**src/rtl/gf_prod_acc.sv**
```systemverilog
// GF(2^deg) frame product: a FIFO absorbs the element burst while a bit-serial
// MSB-first multiplier folds each element into the running product acc.
module gf_prod_acc #(
    parameter int WIDTH   = 5,
    parameter int MAX_LEN = 8
) (
    input  logic             clk,
    input  logic             rst,
    input  logic             in_valid,
    input  logic [WIDTH-1:0] in_data,
    input  logic [2:0]       deg,
    input  logic [WIDTH:0]   poly,
    output logic             out_valid,
    output logic [WIDTH-1:0] out_data,
    output logic             out_err,
    output logic             busy
);
    localparam int PTR_W = (MAX_LEN > 1) ? $clog2(MAX_LEN) : 1;
    localparam int CNT_W = $clog2(MAX_LEN + 1);
    localparam logic [CNT_W-1:0] CNT_MAX  = CNT_W'(MAX_LEN);
    localparam logic [PTR_W-1:0] PTR_LAST = PTR_W'(MAX_LEN - 1);

    typedef enum logic [1:0] {IDLE, ACC, DRAIN, DONE} state_e;

    state_e           state_q, state_d;
    logic [2:0]       deg_q;
    logic [WIDTH:0]   poly_q;
    logic [WIDTH-1:0] acc_q, acc_d;
    logic             err_q;
    logic [CNT_W-1:0] frameCnt_q;
    logic [CNT_W-1:0] fifoCnt_q;
    logic [PTR_W-1:0] wrPtr_q, rdPtr_q;
    logic [WIDTH-1:0] fifoMem [MAX_LEN];
    logic             mulBusy_q;
    logic [2:0]       bitIdx_q;
    logic [WIDTH-1:0] b_q, r_q;

    logic             startFrame, acceptWin, pushEn, dropEn, popEn, fifoEmpty;
    logic [WIDTH-1:0] fifoHead, stepR, stepOut;
    logic             stepBit;

    // One shift-and-add step; r stays below x^deg so a single conditional reduction suffices.
    function automatic logic [WIDTH-1:0] mulStep(
        input logic [WIDTH-1:0] r,
        input logic             b,
        input logic [WIDTH-1:0] a,
        input logic [2:0]       d,
        input logic [WIDTH:0]   p
    );
        logic [WIDTH:0] t;
        t = {r, 1'b0} ^ (b ? {1'b0, a} : '0);
        if (t[d]) t = t ^ p;
        return t[WIDTH-1:0];
    endfunction

    function automatic logic [PTR_W-1:0] ptrNext(input logic [PTR_W-1:0] p);
        return (p == PTR_LAST) ? '0 : p + PTR_W'(1);
    endfunction

    assign startFrame = (state_q == IDLE) && in_valid;
    assign acceptWin  = ((state_q == IDLE) || (state_q == ACC)) && in_valid;
    assign pushEn     = acceptWin && (frameCnt_q < CNT_MAX);
    assign dropEn     = acceptWin && (frameCnt_q >= CNT_MAX);
    assign fifoEmpty  = (fifoCnt_q == '0);
    assign popEn      = !mulBusy_q && !fifoEmpty;
    assign fifoHead   = fifoMem[rdPtr_q];

    always_ff @(posedge clk or posedge rst) begin
        if (rst) state_q <= IDLE;
        else     state_q <= state_d;
    end

    always_comb begin
        state_d = state_q;
        case (state_q)
            IDLE:    if (in_valid) state_d = ACC;
            ACC:     if (!in_valid) state_d = DRAIN;
            DRAIN:   if (fifoEmpty && !mulBusy_q) state_d = DONE;
            DONE:    state_d = IDLE;
            default: state_d = IDLE;
        endcase
    end

    always_comb begin
        out_valid = (state_q == DONE);
        out_data  = (state_q == DONE) ? acc_q : '0;
        out_err   = (state_q == DONE) ? err_q : 1'b0;
        busy      = (state_q != IDLE);
    end

    // A pop performs the first (MSB) step immediately, so an element takes exactly deg edges.
    always_comb begin
        stepR   = mulBusy_q ? r_q : '0;
        stepBit = mulBusy_q ? b_q[bitIdx_q] : fifoHead[deg_q - 3'd1];
        stepOut = mulStep(stepR, stepBit, acc_q, deg_q, poly_q);
        acc_d   = acc_q;
        if (startFrame)
            acc_d = WIDTH'(1);
        else if (mulBusy_q && (bitIdx_q == 3'd0))
            acc_d = stepOut;
    end

    always_ff @(posedge clk) begin
        if (pushEn) fifoMem[wrPtr_q] <= in_data;
    end

    always_ff @(posedge clk or posedge rst) begin
        if (rst) begin
            deg_q      <= 3'd2;
            poly_q     <= '0;
            acc_q      <= WIDTH'(1);
            err_q      <= 1'b0;
            frameCnt_q <= '0;
            fifoCnt_q  <= '0;
            wrPtr_q    <= '0;
            rdPtr_q    <= '0;
            mulBusy_q  <= 1'b0;
            bitIdx_q   <= 3'd0;
            b_q        <= '0;
            r_q        <= '0;
        end else begin
            if (startFrame) begin
                deg_q  <= deg;
                poly_q <= poly;
                err_q  <= 1'b0;
            end else if (dropEn) begin
                err_q  <= 1'b1;
            end
            acc_q <= acc_d;

            if (state_q == DONE)
                frameCnt_q <= '0;
            else if (pushEn)
                frameCnt_q <= frameCnt_q + CNT_W'(1);

            if (pushEn) wrPtr_q <= ptrNext(wrPtr_q);
            if (popEn)  rdPtr_q <= ptrNext(rdPtr_q);
            case ({pushEn, popEn})
                2'b10:   fifoCnt_q <= fifoCnt_q + CNT_W'(1);
                2'b01:   fifoCnt_q <= fifoCnt_q - CNT_W'(1);
                default: fifoCnt_q <= fifoCnt_q;
            endcase

            if (popEn) begin
                mulBusy_q <= 1'b1;
                b_q       <= fifoHead;
                r_q       <= stepOut;
                bitIdx_q  <= deg_q - 3'd2;
            end else if (mulBusy_q) begin
                r_q      <= stepOut;
                bitIdx_q <= bitIdx_q - 3'd1;
                if (bitIdx_q == 3'd0) mulBusy_q <= 1'b0;
            end
        end
    end
endmodule

```
**config.mk**
```make
export PLATFORM = sky130hd
export DESIGN_NAME = gf_prod_acc
export DESIGN_NICKNAME = d
export VERILOG_FILES = /design/src/rtl/gf_prod_acc.sv
export SDC_FILE = /design/constraint.sdc
export NUM_CORES = 1
export LEC_CHECK = 0
export CORE_ASPECT_RATIO = 0.9
export CORE_MARGIN = 5
export CORE_UTILIZATION = 40
export CTS_CLUSTER_SIZE = 24
export DETAILED_ROUTE_END_ITERATION = 8
export RECOVER_POWER = 100
export SYNTH_ARGS = -nofsm -noshare
export SYNTH_HDL_FRONTEND = slang
export SYNTH_SLANG_ARGS = --single-unit
export TNS_END_PERCENT = 5
```
**constraint.sdc**
```tcl
create_clock -name clk -period 3.4 [get_ports clk]
set_clock_uncertainty 0.15 [all_clocks]
set_input_delay 0.68 -clock clk [delete_from_list [all_inputs] [get_ports clk]]
set_output_delay 0.68 -clock clk [all_outputs]
set_load 0.005 [all_outputs]
```
==> results.md <==
* Max Transition Viols Final at 0
* Leading register cell type out of synthesis: sky130_fd_sc_hd__dfrtp_1
* Die H at 107.9 um
* Crit Reg-Reg Startpoint: rdPtr_q[1]
* Final weighted congestion in routability-driven placement at 0.7674
* Root Buffer: sky130_fd_sc_hd__clkbuf_16
* Critical path startpoint category: register
* EDFF count, synth at 40
* Initial Utilization at 41.21%
* Layout cell share with drive strength beyond 1 at 9.491%
* Clock H-tree levels at 3
* Avg WL per Cell at 15.12 um
* # setup viols final at 0
* Vias in the first global route at 2,820
* Proportion of synthesized area in mux cells at 7.080%
* Routing usage on met2 at 21.87%
* Design area at 4986 sq um
* Placeable core area at 10,330 sq um
* Number of vias per cell after detailed routing at 5.196
* Filler instances at 964
* Adder-cell share of the synthesized area at 5.464%
* Global route overflow at 0
* Mean cell area of the mapped netlist at 11.09 sq um
* Largest family of logic cells by synthesized area: simple AND/OR/NAND/NOR gates
* Number of buffers created by CTS at 9
* FF+latch count, synth at 84
* Cell accounting for the most synthesized area: sky130_fd_sc_hd__edfxtp_1
* Most instantiated library cell after synthesis: sky130_fd_sc_hd__nand2_1
* Count of distinct cell types in the synthesized netlist at 55
* Type of element capturing the critical path: register
* Worst Hold End: poly_q[4]
* Highest clock frequency the design can meet at 0.3091 GHz
* Tightest Hold Check Type: register to register
* Area of the die at 12,810 sq um
* Gate count of the mapped netlist at 384
* Critical path type: register to register
* Global Route Usage Sum at 14.07%
* Clock period minus final worst setup slack at 3.235 ns
* Top cell type's share of synthesized area at 28.20%
* Ports placed on the boundary at 25
* CP Data Required Time at 3.51 ns
* Terminus of the critical flop-to-flop path: acc_q[2]
* Initial antenna violation count at 0
* Sequential-to-total area share from yosys stat at 54.11%
* RSZ-0062 raised after global routing: no
* Max VDD drop at 0.0003462 V
* Worst endpoint data arrival time at 3.35 ns
* Antenna Nets Post-Route at 0
* Number of design-rule violations left by the first detailed-router iteration at 126
* Post-detailed-route DRC marker count at 0
* Most common library cells after synthesis: sky130_fd_sc_hd__nand2_1 (57), sky130_fd_sc_hd__dfrtp_1 (42), sky130_fd_sc_hd__edfxtp_1 (40), sky130_fd_sc_hd__nor2_1 (26), sky130_fd_sc_hd__mux2i_1 (23)
* Met3 track utilization from global routing at 2.943%
* Reg area at 2305 sq um
* Leak Pwr at 2.068 nW
* FP Rows at 35
* Max capacitance violation total at 0
* Headroom to the max-slew limit at 26.40%
* Clk slew on worst S/H paths at 0.06 ns
* Internal reg-to-reg setup slack at 0.16 ns
* Clk sinks at 84
* Summed negative setup slack over all endpoints at 0 ns
* Final worst slack at 0.1650 ns
* Largest fanout on the critical path at 17
* Layout overhead on the synthesized area at 17.07%
* Source-to-sink clock delay at the later pin of the worst-skew pair at 0.33 ns
* First-pass GRT wire length at 14,160 um
* Final Total Pwr at 0.004600 W
* Complex-gate fraction of the synthesized area at 10.61%
* Count of nets after finishing at 462
* Number of vias in the routed layout at 2,915
* GRT busiest layer: met2
* Setup slack after placement at 0.1492 ns
* HPWL after detailed placement at 6132 um
* # hold bufs at CTS at 0
* # port buffers at 23
* Die Wd at 118.8 um
* Xor/xnor share of the synthesized area at 2.673%
* Actual slew at the worst max-slew pin at 1.104 ns
* Count of cells along the worst hold path at 2
* Power density cells at 922.6 nW/um^2
* Yosys warning count at 0
* Final wirelength at 8480 um
* Simple-gate area share of the yosys netlist at 16.30%
* Fin crit share at 95.15%
* CTS tree: built
* Ys async rst share at 52.38%
* Min-delay src: poly_q[4]
* Netlist area before placement at 4259 sq um
* Count of final hold-check violations at 0
* Antenna Cells at 0
* First-pass detailed-route iteration total at 4
* Run status: finished, final reports clean
* Buffer depth of the longest clock path at 2
* Worst Reg-to-Reg Cells at 11
* Net count after synthesis at 419
* Synth top area cells: sky130_fd_sc_hd__edfxtp_1 (28%), sky130_fd_sc_hd__dfrtp_1 (25%), sky130_fd_sc_hd__mux2i_1 (5.4%), sky130_fd_sc_hd__nand2_1 (5.0%), sky130_fd_sc_hd__ha_1 (5.0%)
* M1 GR Usage at 19.57%
* Post-route worst hold slack at 0.3185 ns
* Placed cell area at 4752 sq um
* Area of the multi-input gates at 1794 sq um
* Maximum number of pins on one net before global-route repair at 45
## worst max-delay path, cell delays in order, from the launching register on
cell and delay, ns:
sky130_fd_sc_hd__dfrtp_1 0.34, sky130_fd_sc_hd__buf_6 0.20, sky130_fd_sc_hd__mux2i_1 0.23, sky130_fd_sc_hd__mux4_2 0.33, sky130_fd_sc_hd__or3_4 0.16, sky130_fd_sc_hd__nand4b_4 0.11, sky130_fd_sc_hd__and2_1 0.22, sky130_fd_sc_hd__o221a_4 0.28
sky130_fd_sc_hd__o311a_4 0.33, sky130_fd_sc_hd__or2_1 0.23, sky130_fd_sc_hd__or4_1 0.50, sky130_fd_sc_hd__nand3_1 0.09
## state kept, by name, summed over array words and instances (netlist names)
register,count
bitIdx_q,3
state_q,2
poly_q,5
r_q,5
fifoCnt_q,4
mulBusy_q,1
deg_q,3
b_q,5
frameCnt_q,4
fifoMem,40
acc_q,5
rdPtr_q,3
wrPtr_q,3
err_q,1
## power by group
part | total, W | internal, W | switching, W
Clock | 0.000875 | 0.000489 | 0.000385
Sequential | 0.00162 | 0.00137 | 0.000258
Combinational | 0.00210 | 0.000972 | 0.00113
Total | 0.00460 | 0.00283 | 0.00177
## layer usage
| layer | routed length [um] | share of wire [%] |
|---|---|---|
| met4 | 95 | 1.1 |
| met1 | 4108 | 48 |
| met2 | 3960 | 47 |
| met3 | 315 | 3.7 |
| met5 | 0 | 0 |
## final cells by class
type / instances / area share (%)
sequential: 84 / 46.22
multi-input combinational: 267 / 35.98
timing repair buffer: 48 / 7.930
clock buffer: 9 / 4.517
tap: 129 / 3.237
inverter: 17 / 1.280
clock inverter: 7 / 0.8281
## kinds of logic after synthesis
logic type,after synthesis
compound gates,68
xor+xnor,13
flops,84
simple gates,142
mux,26
fa+ha+maj,18
buf+inv,33
## placed cells by master (no fill, tap or decap), types with 10 or more instances in the layout
master,netlist,layout
sky130_fd_sc_hd__nand3_1,15,15
sky130_fd_sc_hd__ha_1,17,17
sky130_fd_sc_hd__nand2_1,57,57
sky130_fd_sc_hd__dlygate4sd3_1,0,10
sky130_fd_sc_hd__edfxtp_1,40,40
sky130_fd_sc_hd__a21oi_1,14,14
sky130_fd_sc_hd__clkdlybuf4s50_1,0,13
sky130_fd_sc_hd__dfrtp_1,42,42
sky130_fd_sc_hd__nor2_1,26,26
sky130_fd_sc_hd__buf_4,0,11
sky130_fd_sc_hd__mux2i_1,23,23
sky130_fd_sc_hd__inv_1,16,16
sky130_fd_sc_hd__o21ai_0,14,15
## worst max path at each step
| stage | start | end | slack (ns) | cells after the start |
|---|---|---|---|---|
| 2_1_floorplan | deg_q[1] | acc_q[2] | 0.15 | 12 |
| 3_3_place_gp | deg_q[1] | acc_q[2] | 0.16 | 11 |
| 3_5_place_dp | deg_q[1] | acc_q[2] | 0.15 | 11 |
| 4_1_cts | deg_q[1] | acc_q[2] | 0.13 | 11 |
| 5_1_grt | rdPtr_q[1] | r_q[3] | 0.01 | 11 |
| 6_report | rdPtr_q[1] | acc_q[2] | 0.16 | 11 |
## what timing repair did
action / CTS / global route
gates resized for setup: 0 / 0
setup endpoints to repair: 0 / 1
buffers inserted: 0 / 2
## metrics by stage
step                      instances  util (%)
after floorplan                 384         -
after global placement          543     45.98
after detailed placement        543     45.98
after CTS                       559     48.56
after global routing            561     48.24
final                           561     48.24
Note: power is estimated with default switching activity, not from simulation.
